<file path="config.mk">
export PLATFORM = sky130hd
export DESIGN_NAME = fp_op_issuer_flat
export DESIGN_NICKNAME = d
export VERILOG_FILES = /design/src/rtl/fp_hs_pkg.sv /design/src/rtl/fp_op_issuer_if.sv /design/src/rtl/hs_result_fifo.sv /design/src/rtl/fp_op_issuer.sv /design/src/flat_wrapper.sv
export SDC_FILE = /design/constraint.sdc
export NUM_CORES = 1
export LEC_CHECK = 0
export CAP_MARGIN = 20
export CORE_MARGIN = 5
export CORE_UTILIZATION = 54
export CTS_BUF_LIST = sky130_fd_sc_hd__clkbuf_4
export DETAILED_ROUTE_END_ITERATION = 10
export DONT_BUFFER_PORTS = 1
export PLACE_DENSITY = 0.69
export SETUP_SLACK_MARGIN = 0.1
export SLEW_MARGIN = 0
export SYNTH_ARGS = -nofsm -noshare
export SYNTH_HDL_FRONTEND = slang
export SYNTH_HIERARCHICAL = 1
export SYNTH_SLANG_ARGS = --single-unit
</file>
<file path="constraint.sdc">
create_clock -name clk -period 5.48 [get_ports clk]
set_input_delay 1.096 -clock clk [delete_from_list [all_inputs] [get_ports clk]]
set_output_delay 1.096 -clock clk [all_outputs]
set_load 0.02 [all_outputs]
</file>
<file path="src/rtl/fp_hs_pkg.sv">
// Shared types and helpers for the stb/ack
// operand issuer and its result FIFO.
package fp_hs_pkg;

   typedef enum logic [1:0] {
      IDLE  = 2'd0,
      ISSUE = 2'd1,
      WAIT  = 2'd2
   } hs_state_t;

   localparam int DONE_W = 16;

   function automatic int clog2(input int v);
      int r;
      r = 0;
      while ((1 << r) < v) r = r + 1;
      return r;
   endfunction

endpackage

</file>
<file path="src/rtl/fp_op_issuer_if.sv">
// Two-operand stb/ack bus between the issuer
// and an arithmetic unit.
interface fp_op_issuer_if #(
   parameter int DATA_WIDTH = 32
);

   logic [DATA_WIDTH-1:0] op_a;
   logic [DATA_WIDTH-1:0] op_b;
   logic                  op_a_stb;
   logic                  op_b_stb;
   logic                  op_a_ack;
   logic                  op_b_ack;
   logic [DATA_WIDTH-1:0] op_z;
   logic                  op_z_stb;
   logic                  op_z_ack;

   modport master (
      output op_a, op_b,
      output op_a_stb, op_b_stb,
      input  op_a_ack, op_b_ack,
      input  op_z, op_z_stb,
      output op_z_ack
   );

   modport slave (
      input  op_a, op_b,
      input  op_a_stb, op_b_stb,
      output op_a_ack, op_b_ack,
      output op_z, op_z_stb,
      input  op_z_ack
   );

endinterface

</file>
<file path="src/rtl/hs_result_fifo.sv">
// Small circular result buffer; head reads
// as zero while empty.
module hs_result_fifo
   import fp_hs_pkg::*;
#(
   parameter int DATA_WIDTH = 32,
   parameter int RES_DEPTH  = 2
) (
   input  logic                  clk,
   input  logic                  rst,
   input  logic                  push,
   input  logic                  pop,
   input  logic [DATA_WIDTH-1:0] push_data,
   output logic [DATA_WIDTH-1:0] pop_data,
   output logic [clog2(RES_DEPTH+1)-1:0] count,
   output logic                  full,
   output logic                  empty
);

   localparam int CW = clog2(RES_DEPTH + 1);
   localparam int AW =
      (RES_DEPTH > 1) ? clog2(RES_DEPTH) : 1;

   logic [DATA_WIDTH-1:0] mem [RES_DEPTH];
   logic [AW-1:0]         wr_ptr;
   logic [AW-1:0]         rd_ptr;
   logic                  do_push;
   logic                  do_pop;

   function automatic logic [AW-1:0] nxt(
      input logic [AW-1:0] p
   );
      return (p == AW'(RES_DEPTH - 1)) ?
         '0 : p + 1'b1;
   endfunction

   assign full     = (count == CW'(RES_DEPTH));
   assign empty    = (count == '0);
   assign do_push  = push && !full;
   assign do_pop   = pop && !empty;
   assign pop_data = empty ? '0 : mem[rd_ptr];

   // Pointer and occupancy bookkeeping
   always_ff @(posedge clk or negedge rst) begin
      if (!rst) begin
         wr_ptr <= '0;
         rd_ptr <= '0;
         count  <= '0;
      end else begin
         if (do_push) wr_ptr <= nxt(wr_ptr);
         if (do_pop)  rd_ptr <= nxt(rd_ptr);
         count <= count + CW'(do_push)
                        - CW'(do_pop);
      end
   end

   // Storage write on push
   always_ff @(posedge clk or negedge rst) begin
      if (!rst) begin
         for (int i = 0; i < RES_DEPTH; i++)
            mem[i] <= '0;
      end else if (do_push) begin
         mem[wr_ptr] <= push_data;
      end
   end

endmodule

</file>
<file path="src/rtl/fp_op_issuer.sv">
// Issues operand pairs to an stb/ack unit and
// queues its results for downstream.
module fp_op_issuer
   import fp_hs_pkg::*;
#(
   parameter int DATA_WIDTH = 32,
   parameter int RES_DEPTH  = 2,
   parameter int TIMEOUT    = 255
) (
   input  logic                  clk,
   input  logic                  rst,
   input  logic                  in_valid,
   output logic                  in_ready,
   input  logic [DATA_WIDTH-1:0] in_a,
   input  logic [DATA_WIDTH-1:0] in_b,
   fp_op_issuer_if.master        unit,
   output logic                  out_valid,
   input  logic                  out_ready,
   output logic [DATA_WIDTH-1:0] out_data,
   output logic                  busy,
   output logic                  err_timeout,
   output logic [DONE_W-1:0]     done_count
);

   localparam int CW = clog2(RES_DEPTH + 1);
   localparam int TW = clog2(TIMEOUT + 1);

   hs_state_t     state;
   logic          a_done;
   logic          b_done;
   logic          a_nxt;
   logic          b_nxt;
   logic [TW-1:0] tcnt;
   logic [CW-1:0] fcount;
   logic          f_full;
   logic          f_empty;
   logic          z_fire;

   assign in_ready = (state == IDLE);
   assign busy     = (state != IDLE);
   assign unit.op_a_stb =
      (state == ISSUE) && !a_done;
   assign unit.op_b_stb =
      (state == ISSUE) && !b_done;
   assign unit.op_z_ack = (state == WAIT) &&
      (fcount < CW'(RES_DEPTH));
   assign z_fire    = unit.op_z_stb && unit.op_z_ack;
   assign out_valid = !f_empty;
   assign a_nxt     = a_done || unit.op_a_ack;
   assign b_nxt     = b_done || unit.op_b_ack;

   // Transaction FSM: accept, issue, collect
   always_ff @(posedge clk or negedge rst) begin
      if (!rst) begin
         state      <= IDLE;
         a_done     <= 1'b0;
         b_done     <= 1'b0;
         unit.op_a  <= '0;
         unit.op_b  <= '0;
         done_count <= '0;
      end else begin
         unique case (state)
            IDLE: if (in_valid) begin
               unit.op_a <= in_a;
               unit.op_b <= in_b;
               a_done    <= 1'b0;
               b_done    <= 1'b0;
               state     <= ISSUE;
            end
            ISSUE: begin
               a_done <= a_nxt;
               b_done <= b_nxt;
               if (a_nxt && b_nxt) state <= WAIT;
            end
            WAIT: if (z_fire) begin
               done_count <= done_count + 1'b1;
               state      <= IDLE;
            end
            default: state <= IDLE;
         endcase
      end
   end

   // Per-transaction watchdog, frozen on full
   always_ff @(posedge clk or negedge rst) begin
      if (!rst) begin
         tcnt        <= '0;
         err_timeout <= 1'b0;
      end else if (state == IDLE) begin
         if (in_valid) tcnt <= '0;
      end else if (!f_full &&
                   tcnt != TW'(TIMEOUT)) begin
         tcnt <= tcnt + 1'b1;
         if (tcnt == TW'(TIMEOUT - 1))
            err_timeout <= 1'b1;
      end
   end

   hs_result_fifo #(
      .DATA_WIDTH (DATA_WIDTH),
      .RES_DEPTH  (RES_DEPTH)
   ) u_fifo (
      .clk       (clk),
      .rst       (rst),
      .push      (z_fire),
      .pop       (out_valid && out_ready),
      .push_data (unit.op_z),
      .pop_data  (out_data),
      .count     (fcount),
      .full      (f_full),
      .empty     (f_empty)
   );

endmodule

</file>
<file path="src/flat_wrapper.sv">
// flat-port wrapper written by rule: the top's interface ports become plain ports
module fp_op_issuer_flat import fp_hs_pkg::*;
#(
   parameter int DATA_WIDTH = 32,
   parameter int RES_DEPTH  = 2,
   parameter int TIMEOUT    = 255
)
  (clk, rst, in_valid, in_ready, in_a, in_b, out_valid, out_ready, out_data, busy, err_timeout, done_count, unit_op_a, unit_op_b, unit_op_a_stb, unit_op_b_stb, unit_op_a_ack, unit_op_b_ack, unit_op_z, unit_op_z_stb, unit_op_z_ack);
  fp_op_issuer_if #(.DATA_WIDTH(DATA_WIDTH)) unit_i ();
  input  logic clk;
  input  logic rst;
  input  logic in_valid;
  output logic in_ready;
  input  logic [DATA_WIDTH-1:0] in_a;
  input  logic [DATA_WIDTH-1:0] in_b;
  output logic out_valid;
  input  logic out_ready;
  output logic [DATA_WIDTH-1:0] out_data;
  output logic busy;
  output logic err_timeout;
  output logic [DONE_W-1:0] done_count;
  output wire logic [$bits(unit_i.op_a)-1:0] unit_op_a;
  output wire logic [$bits(unit_i.op_b)-1:0] unit_op_b;
  output wire logic [$bits(unit_i.op_a_stb)-1:0] unit_op_a_stb;
  output wire logic [$bits(unit_i.op_b_stb)-1:0] unit_op_b_stb;
  input wire logic [$bits(unit_i.op_a_ack)-1:0] unit_op_a_ack;
  input wire logic [$bits(unit_i.op_b_ack)-1:0] unit_op_b_ack;
  input wire logic [$bits(unit_i.op_z)-1:0] unit_op_z;
  input wire logic [$bits(unit_i.op_z_stb)-1:0] unit_op_z_stb;
  output wire logic [$bits(unit_i.op_z_ack)-1:0] unit_op_z_ack;
  assign unit_op_a = unit_i.op_a;
  assign unit_op_b = unit_i.op_b;
  assign unit_op_a_stb = unit_i.op_a_stb;
  assign unit_op_b_stb = unit_i.op_b_stb;
  assign unit_i.op_a_ack = unit_op_a_ack;
  assign unit_i.op_b_ack = unit_op_b_ack;
  assign unit_i.op_z = unit_op_z;
  assign unit_i.op_z_stb = unit_op_z_stb;
  assign unit_op_z_ack = unit_i.op_z_ack;
  fp_op_issuer #(.DATA_WIDTH(DATA_WIDTH), .RES_DEPTH(RES_DEPTH), .TIMEOUT(TIMEOUT)) u_core (.clk(clk), .rst(rst), .in_valid(in_valid), .in_ready(in_ready), .in_a(in_a), .in_b(in_b), .unit(unit_i), .out_valid(out_valid), .out_ready(out_ready), .out_data(out_data), .busy(busy), .err_timeout(err_timeout), .done_count(done_count));
endmodule
</file>
Word level (Yosys, flattened, before mapping) --
Index checks and enable logic that the tools add are counted.
Cells by class: $add $sub $neg 6, order comparisons 4, equality and inequality tests 8, mux-type cells 19, bitwise logic cells 3, reductions and logical operators 27
Operator list (count):
- $mux W32 | 5
- $bwmux W64 | 1
- $demux W32 S1 | 1
- $mux W8 | 3
- $add A16 B1 Y16 const B | 1
- $logic_and A1 B1 Y1 | 10
- $add A8 B1 Y8 const B | 1
- $eq A8 B8 Y1 const B | 1
- $ne A8 B8 Y1 const B | 1
- $reduce_and A2 Y1 | 4
- $mux W2 | 3
- $ne A2 B2 Y1 const B | 3
- $pmux W2 S3 | 1
- $reduce_and A3 Y1 | 2
- $reduce_bool A2 Y1 | 3
- $eq A2 B2 Y1 const B | 2
- $ge A2 B2 Y1 const B | 2
- $logic_not A1 Y1 | 4
- $logic_not A2 Y1 | 2
- $not A1 Y2 | 2
- $pmux W1 S2 | 2
- $mux W1 | 3
- $add A1 B1 Y1 const B | 2
- $add A2 B1 Y2 | 1
- other kinds (6) | 7
Storage, ports and cells: bits in registers 161, input port bits 103, output and inout port bits 119, logic and storage cells 80

Longest topological paths before layout --
depth in word-level cells 6, gate-level depth with buffers 9, mapped depth without buffers 8

Cells and area by module --
Netlist, hierarchy kept.
Modules (own cells, without submodules):
- fp_op_issuer | instances 1, cells each 405, area each 3828.7 um^2
- hs_result_fifo | instances 1, cells each 224, area each 3199.3 um^2

Worst setup path after synthesis --
Ideal clock, no wire load.
kind input -> register, start input unit_op_z_stb, end register u_core/u_fifo/mem[35] in the netlist's numbering, data arrival time 2284 ps, required time 5355 ps, path slack 3071 ps, stages on the path 6, cell sequence nand4bb_1 > buf_2 > inv_1 > nor3b_4 > buf_6 > mux2_2
On the way: longest elaborated chain between the ends 2
RTL lines:
- from (decl) | line flat_wrapper.sv:29 | input wire logic [$bits(unit_i.op_z_stb)-1:0] unit_op_z_stb;
- $logic_and A1 B1 Y1 | line fp_op_issuer.sv:47 | assign z_fire = unit.op_z_stb && unit.op_z_ack;
- named net u_core.z_fire | line fp_op_issuer.sv:37 | logic z_fire;
- $logic_and A1 B1 Y1 | line hs_result_fifo.sv:39 | assign do_push = push && !full;
- to (signal, indexed assignment) | line hs_result_fifo.sv:63 | mem[wr_ptr] <= push_data;
- to (decl) | line hs_result_fifo.sv:24 | logic [DATA_WIDTH-1:0] mem [RES_DEPTH];
The timed path passes the listed nets, and every way through them passes these cells. A chain may end at the register's enable or synchronous reset.

Worst setup path in the final report --
start register u_core.u_fifo.rd_ptr, end output out_data[2]
On the way: longest elaborated chain between the ends 5
RTL lines:
- from (decl) | line hs_result_fifo.sv:26 | logic [AW-1:0] rd_ptr;
- from (signal assigned) | line hs_result_fifo.sv:51 | if (do_pop) rd_ptr <= nxt(rd_ptr);
- $not A1 Y2 (implied by the code) | line hs_result_fifo.sv:41 | assign pop_data = empty ? '0 : mem[rd_ptr];
- $mux W32 (implied by the code) (3 in a row) | line hs_result_fifo.sv:41
- $mux W32 | line hs_result_fifo.sv:41
- to (decl) | line flat_wrapper.sv:18 | output logic [DATA_WIDTH-1:0] out_data;
Every way passes these cells. The select of a mux whose other input is x is not followed.

==> impl_metrics.csv <==
group,metric,value,unit
timing,final.setup.tns,0,ns
logic_synthesis,synthesis.area_per_instance,11.17,µm²
routing,avgViaCountPerCell,5.378,
logic_synthesis,synth-main-ff-cell,"sky130_fd_sc_hd__dfrtp_1",
timing,timing_max_transition_violations_final,0,
timing,slew_headroom,0.2668,
logic_synthesis,netlist-cell-type-count,45,
timing,final_setup_violation_count,0,
timing,rsz0062_at_grt,"no",
logic_synthesis,synth_simple_gate_area_share,0.1755,
logic_synthesis,synthXorXnorAreaFrac,0.02492,
setup_path,worst_path_largest_cell_delay,1.07,ns
logic_synthesis,dominant_combinational_cell_family_by_area_after_synthesis,"simple AND/OR/NAND/NOR gates",
layout,final_common_cell,"sky130_fd_sc_hd__nand2_1",
logic_synthesis,synth.cell_area,0.007028,mm²
routing,wl,14470,µm
global_route,track_usage,0.1944,
die,top_level_i_o_count,222,
clocking,clk_path_buf_depth,2,
setup_path,reg2reg_setup_slack,2.80,ns
logic_synthesis,synthesis.nets,737,
layout,drive_above_1_share,0.1698,
layout,multi_input_area,0.002773,mm²
global_route,grt_remaining_overflow,0,
die,die_height,124.1,µm
routing,route.antenna.remaining_nets,0,
job,maxCapViolCount,0,
placement,gpl.final_weighted_congestion,0.7863,
setup_path,critPathLaunch,"u_core/u_fifo/rd_ptr",
logic_synthesis,ys_seq_area_frac,0.5733,
clocking,post_cts_resize_count,0,
clocking,post_cts.repair.setup_buffers,0,
setup_path,cp_max_fo,33,
logic_synthesis,synth-compound-area-share,0.01709,
routing,wire_per_inst,17.88,µm
logic_synthesis,netlist.area_leader.share,0.5733,
die,initial_utilization,0.5547,
setup_path,timing.setup.critical_path_class,"flip-flop to primary output",
routing,route.detailed.drc,0,
routing,detailedRoute.firstIterationViolations,331,
logic_synthesis,synth.mux.area_fraction,0.1670,
setup_path,r2r.worst_path.cells,4,
layout,layout_common_cells,"208 x sky130_fd_sc_hd__nand2_1, 160 x sky130_fd_sc_hd__dfrtp_1, 40 x sky130_fd_sc_hd__nor2_1",
setup_path,crit_slowest_cell,"sky130_fd_sc_hd__dfrtp_2",
timing,hold_slack,0.2336,ns
layout,synthToLayoutAreaGrowth,5.056,%
die,rows,41,
timing,period_minus_slack,3.304,ns
power,power.density_cell_area,594.3,mW/mm²
setup_path,cp.buffers_inverters,0,
logic_synthesis,proportion_of_synthesized_flip_flops_having_asynchronous_set_or_reset,1.000,
layout,final-seq-area,0.004030,mm²
setup_path,crit_path_end_kind,"primary output",
logic_synthesis,synth_edf_count,0,
setup_path,r2r_end,"u_core/u_fifo/mem[31]",
setup_path,startpoint_of_the_lowest_slack_register_to_register_path,"u_core/u_fifo/count[1]",
timing,skew,0.01069,ns
layout,nets,731,
clocking,cts_root_buf,"sky130_fd_sc_hd__clkbuf_4",
placement,dpl_cell_area,0.007089,mm²
logic_synthesis,synth.ff_latch_count,161,
routing,num_vias,4351,
clocking,clock_insertion_delay_worst_skew,0.54,ns
clocking,clock_buffers_created_by_tritoncts,17,
clocking,postCtsHoldBufs,0,
power,vdd_drop_max,0.2765,mV
setup_path,critical_path_required,4.38,ns
clocking,clkSlewWorstSetupHoldPaths,0.13,ns
die,dieWidth,124.1,µm
power,leakage_power_summed_over_all_cells,0.003724,µW
timing,report.final.hold_viol_count,0,
logic_synthesis,yosys.area.top_type,"sky130_fd_sc_hd__dfrtp_1",
layout,layout.cell_area.non_filler,0.007383,mm²
die,placeableCoreArea,0.01267,mm²
timing,max_slew.worst_pin.slew,1.100,ns
logic_synthesis,synth_top_cells_by_area,"sky130_fd_sc_hd__dfrtp_1 57%, sky130_fd_sc_hd__nand2_1 11%, sky130_fd_sc_hd__mux2_4 6.4%",
logic_synthesis,synthesis.yosys.warnings,6,
routing,drt_pre_antenna_iters,6,
global_route,grt_pass1_wl,23030,µm
placement,io_buffers,0,
setup_path,worstSetupStartpointType,"flip-flop",
logic_synthesis,yosys.area_share.adder,0.008902,
layout,number_of_fillers_in_the_final_layout,1067,
timing,fin_crit_sh,0.6029,
clocking,cts.sinks,161,
setup_path,cp_data_arrival_time,2.21,ns
logic_synthesis,synth_cells,629,
global_route,grt_start_max_net_pins,162,
clocking,htreeDepth,4,
clocking,tritoncts,"done",
setup_path,critical_path.cell_chain,"mux2i_1 -> nor2_1",
die,die_outline_area,0.01540,mm²
setup_path,cpLargestDelayFamily,"flip-flops",
placement,detailedPlacementHpwl,9941,µm
hold_path,hold_wc_path_type,"primary input to async pin",
timing,fmax,302.7,MHz
global_route,grt_pass1_vias,4524,
run_status,outcome,"completed",
global_route,grt_antenna_before_repair,1,
worst max path at each step:
stage | endpoint | slack [ns] | cells after the start
after global routing | out_data[2] | 1.98 | 2
after floorplan | u_core/u_fifo/mem[35] | 3.07 | 6
after detailed placement | u_core/u_fifo/mem[31] | 2.28 | 4
final | out_data[2] | 2.18 | 2
after global placement | u_core/u_fifo/mem[0] | 2.35 | 4
after CTS | out_data[2] | 2.08 | 2
state kept, by name, indices dropped and copies added, names as in the netlist:
name and cells:
u_core/tcnt 8, u_core/u_fifo/count 2, u_core/done_count 16, u_core/b_done 1
u_core/state 2, u_core/a_done 1, u_core/u_fifo/wr_ptr 1, u_core/err_timeout 1
u_core/u_fifo/rd_ptr 1, u_core/u_fifo/mem 64, u_core/unit.op_b 32, u_core/unit.op_a 32
cells by family after synthesis:
family | Yosys count
xor gates and xnor gates | 20
and+or+nand+nor | 292
muxes | 98
DFF | 161
AOI/OAI and AO/OA | 17
adders and majority gates | 5
buffers and inverters | 36
metal layers:
| layer | vias up | routed length [µm] | track usage |
|---|---|---|---|
| met5 | - | 0 | 0 |
| met4 | 0 | 195 | 0.07118 |
| met3 | 14 | 1774 | 0.09946 |
| met2 | 177 | 6884 | 0.3024 |
| met1 | 2125 | 5611 | 0.2324 |
| li1 | 2035 | - | - |
synth_stat cells (3+ instances only):
master,n
sky130_fd_sc_hd__o21ai_0,4
sky130_fd_sc_hd__xnor2_1,15
sky130_fd_sc_hd__ha_1,5
sky130_fd_sc_hd__nand4_1,6
sky130_fd_sc_hd__buf_6,11
sky130_fd_sc_hd__mux2_4,30
sky130_fd_sc_hd__nand3_1,8
sky130_fd_sc_hd__nand2_1,209
sky130_fd_sc_hd__and3_1,4
sky130_fd_sc_hd__mux2_1,7
sky130_fd_sc_hd__nor2b_1,3
sky130_fd_sc_hd__nand2b_1,3
sky130_fd_sc_hd__buf_2,8
sky130_fd_sc_hd__a21oi_1,4
sky130_fd_sc_hd__nor2_1,41
sky130_fd_sc_hd__dfrtp_1,161
sky130_fd_sc_hd__clkbuf_1,9
sky130_fd_sc_hd__xor2_1,5
sky130_fd_sc_hd__mux2i_1,34
sky130_fd_sc_hd__inv_1,5
sky130_fd_sc_hd__mux2_2,27
area by class of cell:
cell class / instances / area share
flip-flops and latches: 161 / 0.5458
multi-input cells: 432 / 0.3755
well taps: 172 / 0.02915
clock buffers: 20 / 0.02034
clock inverters: 12 / 0.01915
repair buffers: 4 / 0.005762
inverters: 7 / 0.003898
diodes: 1 / 0.0003389
per-stage QoR:
stage,total power (µW),instances,setup WS (ns),utilization
after floorplan,3424,629,3.071,-
after global placement,3641,775,2.348,0.5579
after detailed placement,3726,776,2.277,0.5595
after CTS,4449,808,2.084,0.5825
after global routing,4698,809,1.981,0.5827
final,4388,809,2.176,0.5827
power breakdown:
part / leakage (µW) / total [µW] / internal (µW) / switching (µW)
combinational: 0.00151 / 1310 / 543 / 764
sequential: 0.00205 / 2370 / 1660 / 713
clock: 0.000158 / 712 / 326 / 387
total: 0.00372 / 4390 / 2520 / 1860
Power figures use the tool's default switching activity.
==> patch 1, RTL diff (same settings) <==
`RES_DEPTH` is set to 2 in 3 places; all go to 1.
--- a/src/rtl/hs_result_fifo.sv
+++ b/src/rtl/hs_result_fifo.sv
@@ -6,3 +6,3 @@
    parameter int DATA_WIDTH = 32,
-   parameter int RES_DEPTH  = 2
+   parameter int RES_DEPTH  = 1
 ) (
--- a/src/rtl/fp_op_issuer.sv
+++ b/src/rtl/fp_op_issuer.sv
@@ -6,3 +6,3 @@
    parameter int DATA_WIDTH = 32,
-   parameter int RES_DEPTH  = 2,
+   parameter int RES_DEPTH  = 1,
    parameter int TIMEOUT    = 255
--- a/src/flat_wrapper.sv
+++ b/src/flat_wrapper.sv
@@ -4,3 +4,3 @@
    parameter int DATA_WIDTH = 32,
-   parameter int RES_DEPTH  = 2,
+   parameter int RES_DEPTH  = 1,
    parameter int TIMEOUT    = 255
Behaviour: not the same (Yosys sat finds a counterexample within 10 cycles, from zero or initial values and one cycle with rst low).
==> patch 1 against the original RTL <==
Sequential cell count down 35; core utilization up 1.1 points; cell area down 21%; critical path depth unchanged; via count down 20%; non-clock buffer count unchanged; routed wire length down 20%; final cell count down 19%; synthesized area down 23%; hold slack better by 0.048 ns; power down 18%; setup slack better by 0.71 ns; critical endpoint is now unit_op_a_stb; largest power group unchanged; highest routed layer unchanged.
==> patch 1: results (changes against the original RTL) <==
worst_setup_path:
  rrSetupSlack_ns: 3.08  # +0.28 ns
  crit_fanout: 5  # -85%
  r2r_cells: 6  # +2
  r2r-end: "u_core/u_fifo/mem[13]$_DFFE_PN0P_"
  crit_end: "unit_op_a_stb"
layout:
  clk_share: 0.0520  # +0.0125
  regArea_um2: 3150  # -22%
  multi_input_area_um2: 2080  # -25%
  drive_above_1_share: 0.147  # -0.0229
  num-nonclk-inverters: 6  # -1
global_routing:
  use_met3: 0.0978  # -0.00161
  grt_pass1_vias: 3618  # -20%
  grt_usage: 0.192  # -0.00200
  grt_pass1_wl_um: 17900  # -22%
  met2_usage: 0.295  # -0.00730
  grt_max_degree: 127  # -22%
pwr:
  power_leakage_nw: 2.90  # -22%
  pwr_density_cell_nw_per_um2: 619  # +4.1%
clocking:
  clk_pin_slew_ns: 0.11  # -0.02 ns
  clock-sinks: 126  # -22%
yosys:
  syn_area_um2: 5440  # -23%
  ys_top_cells_by_area: "dfrtp_1 (58%), nand2_1 (14%), mux2_4 (8.0%)"
  synth_nets: 619  # -16%
drt:
  wl_met1_um: 4480  # -20%
  dr_total_vias: 3479  # -20%
  dr_wl_met3_um: 1420  # -20%
  routed-wl-met2_um: 5480  # -20%
  firstDrtPassIters: 4  # -2
  drt-total-wl_um: 11600  # -20%
status:
  status: "complete, no violations"
place:
  place_ws_ns: 2.71  # +0.432 ns
  place_area_um2: 5450  # -23%
  place_inst: 625  # -19%
  dp_hpwl_um: 8170  # -18%
timing:
  holdWs_ns: 0.282  # +0.0484 ns
[patch 1: cell count changes after synthesis, sizes merged, moves of 2 or more]
cell,change
buf,-5
ha,-2
xnor2,-3
and2,+32
mux2,-32
dfrtp,-35
nor2,-33
mux2i,-32
[patch 1: critical path: stages, from the launching register on]
cell and delay [ns]:
dfrtp_1 0.44, nand2b_1 0.21, nor2_1 0.36
[patch 1: power breakdown]
part | internal [mW] | switching [mW]
logic | 0.426 | 0.579
clock network | 0.351 | 0.326
registers | 1.32 | 0.594
total | 2.09 | 1.50
[patch 1: cell families (layout without fill, tap and decap cells)]
logic type,count (synthesis),after routing,synth area share
DFF,126,126,0.580
AOI/OAI and AO/OA,18,18,0.0235
adders and majority gates,3,3,0.00691
xor gates and xnor gates,16,16,0.0258
buffers and inverters,29,40,0.0389
muxes,34,34,0.0900
and+or+nand+nor,287,287,0.235
other,0,1,0
==> patch 2, RTL diff (same settings) <==
Made on the original files. One comparison of `count` changes from == to >=.
--- a/src/rtl/hs_result_fifo.sv
+++ b/src/rtl/hs_result_fifo.sv
@@ -36,3 +36,3 @@
 
-   assign full     = (count == CW'(RES_DEPTH));
+   assign full     = (count >= CW'(RES_DEPTH));
    assign empty    = (count == '0);
Formal check against the unedited RTL: no difference found for any inputs over 4 cycles, from zero or initial values and one cycle with rst low; that may be too few to reach the edited logic, so the function may still have changed.
==> patch 2 against the original RTL <==
Critical path depth unchanged; non-clock buffer count unchanged; hold slack better by 0.0050 ns; maximum frequency about the same; clock power up 16%; sequential cell count unchanged; cell area down 0.44%; power up 0.52%; count of clock-buffer cells in the layout down 2; global-route usage down 0.30 points; setup slack worse by 0.00059 ns; routed wire length down 2.1%; synthesized area down 2.0%; via count up 1.0%; largest power group unchanged; highest routed layer unchanged.
==> patch 2: results (changes against the original RTL) <==
timing:
  relSlewSlack: 0.330  # +0.0630
  fin_skew_ns: 0.00518  # -0.00552 ns
  holdWs_ns: 0.239  # +0.00496 ns
layout:
  top_regs: "u_core/u_fifo/mem x64, u_core/unit.op_a x32, u_core/unit.op_b x32"
  drive_above_1_share: 0.161  # -0.00893
  instances_no_fill: 807  # -0.25%
yosys:
  synthTopCellsByCount: "nand2_1 (208), dfrtp_1 (161), mux2_2 (57)"
  ys_seq_area_frac: 0.585  # +0.0115
  synth_nets: 738  # +0.14%
  ys_top_cells_by_area: "dfrtp_1 (58%), nand2_1 (11%), mux2_2 (9.3%)"
  ys_types: 43  # -4.4%
  synthCells: 630  # +0.16%
global_routing:
  grt_pass1_wl_um: 22300  # -3.4%
  met2_usage: 0.299  # -0.00377
  grt_usage: 0.191  # -0.00301
  met1_usage: 0.231  # -0.00189
  use_met3: 0.100  # +0.000728
  grt_pass1_vias: 4440  # -1.9%
place:
  dp_hpwl_um: 9810  # -1.3%
  place_ws_ns: 2.49  # +0.212 ns
  place_area_um2: 6980  # -1.6%
  globalplace.congestion: 0.766  # -2.6%
  place_inst: 775  # -0.13%
  port_buffers: 0  # unchanged
worst_setup_path:
  regToRegStartpoint: "u_core/u_fifo/count[1]$_DFF_PN0_"
  path_delay_family: "flip-flops"
  rrSetupSlack_ns: 2.93  # +0.13 ns
  r2r_cells: 5  # +1
  slowest_delay_ns: 1.04  # -0.03 ns
  r2r-end: "u_core/u_fifo/mem[38]$_DFFE_PN0P_"
  critPathArrivalTime_ns: 2.21  # about the same
  crit_fanout: 33  # unchanged
pwr:
  p_switching_mw: 1.82  # -2.2%
  power_leakage_nw: 3.72  # -0.23%
  irDropWorstVdd_mv: 0.320  # +16%
  pg_clk_mw: 0.829  # +16%
  clkPwrFrac: 0.188  # +0.026
drt:
  wire_per_inst_um: 17.5  # -1.9%
  vias_per_cell: 5.45  # +1.3%
  first_iter_violations: 254  # -23%
clocking:
  cts-buffers-inserted: 17  # unchanged
  cts_max_path_buffers: 2  # unchanged
status:
  status: "complete, no violations"
hold_path:
  hp-class: "input pin to asynchronous set/reset pin"
==> patch 2: area by class of cell <==
type / count / area, um^2
Multi-Input combinational cell: 433 / 2680
Clock inverter: 12 / 215
Clock buffer: 18 / 135
Sequential cell: 161 / 4030
Inverter: 6 / 22.5
Fill cell: 1059 / 5220
Timing Repair Buffer: 4 / 55.1
Tap cell: 172 / 215
Antenna cell: 1 / 2.50
==> patch 2: routing by layer <==
layer | share of wire | vias to the layer above
met4 | 0.013 | 0
met5 | 0 | -
met1 | 0.38 | 2134
li1 | - | 2055
met3 | 0.12 | 16
met2 | 0.48 | 191
==> patch 2: logic make-up (layout without fill, tap and decap cells) <==
group / count (synthesis) / count (layout) / share of synthesized area
AO/OA/AOI/OAI: 28 / 28 / 0.0283
XOR/XNOR: 19 / 19 / 0.0242
adder cells (fa/ha/maj): 5 / 5 / 0.00908
buffers and inverters: 36 / 40 / 0.0280
flip-flops: 161 / 161 / 0.585
multiplexers: 96 / 96 / 0.151
other: 0 / 1 / 0
AND/OR/NAND/NOR: 285 / 285 / 0.175
==> patch 2: worst max path at each step <==
stage | slack, ns | from | endpoint
after floorplan | 3.03 | unit_op_z_stb | u_core/u_fifo/mem[35]$_DFFE_PN0P_
after global placement | 2.62 | unit_op_z_stb | u_core/u_fifo/mem[38]$_DFFE_PN0P_
after detailed placement | 2.49 | unit_op_z_stb | u_core/u_fifo/mem[50]$_DFFE_PN0P_
after CTS | 2.07 | u_core/u_fifo/rd_ptr$_DFFE_PN0P_ | out_data[12]
after global routing | 1.97 | u_core/u_fifo/rd_ptr$_DFFE_PN0P_ | out_data[12]
final | 2.18 | u_core/u_fifo/rd_ptr$_DFFE_PN0P_ | out_data[16]
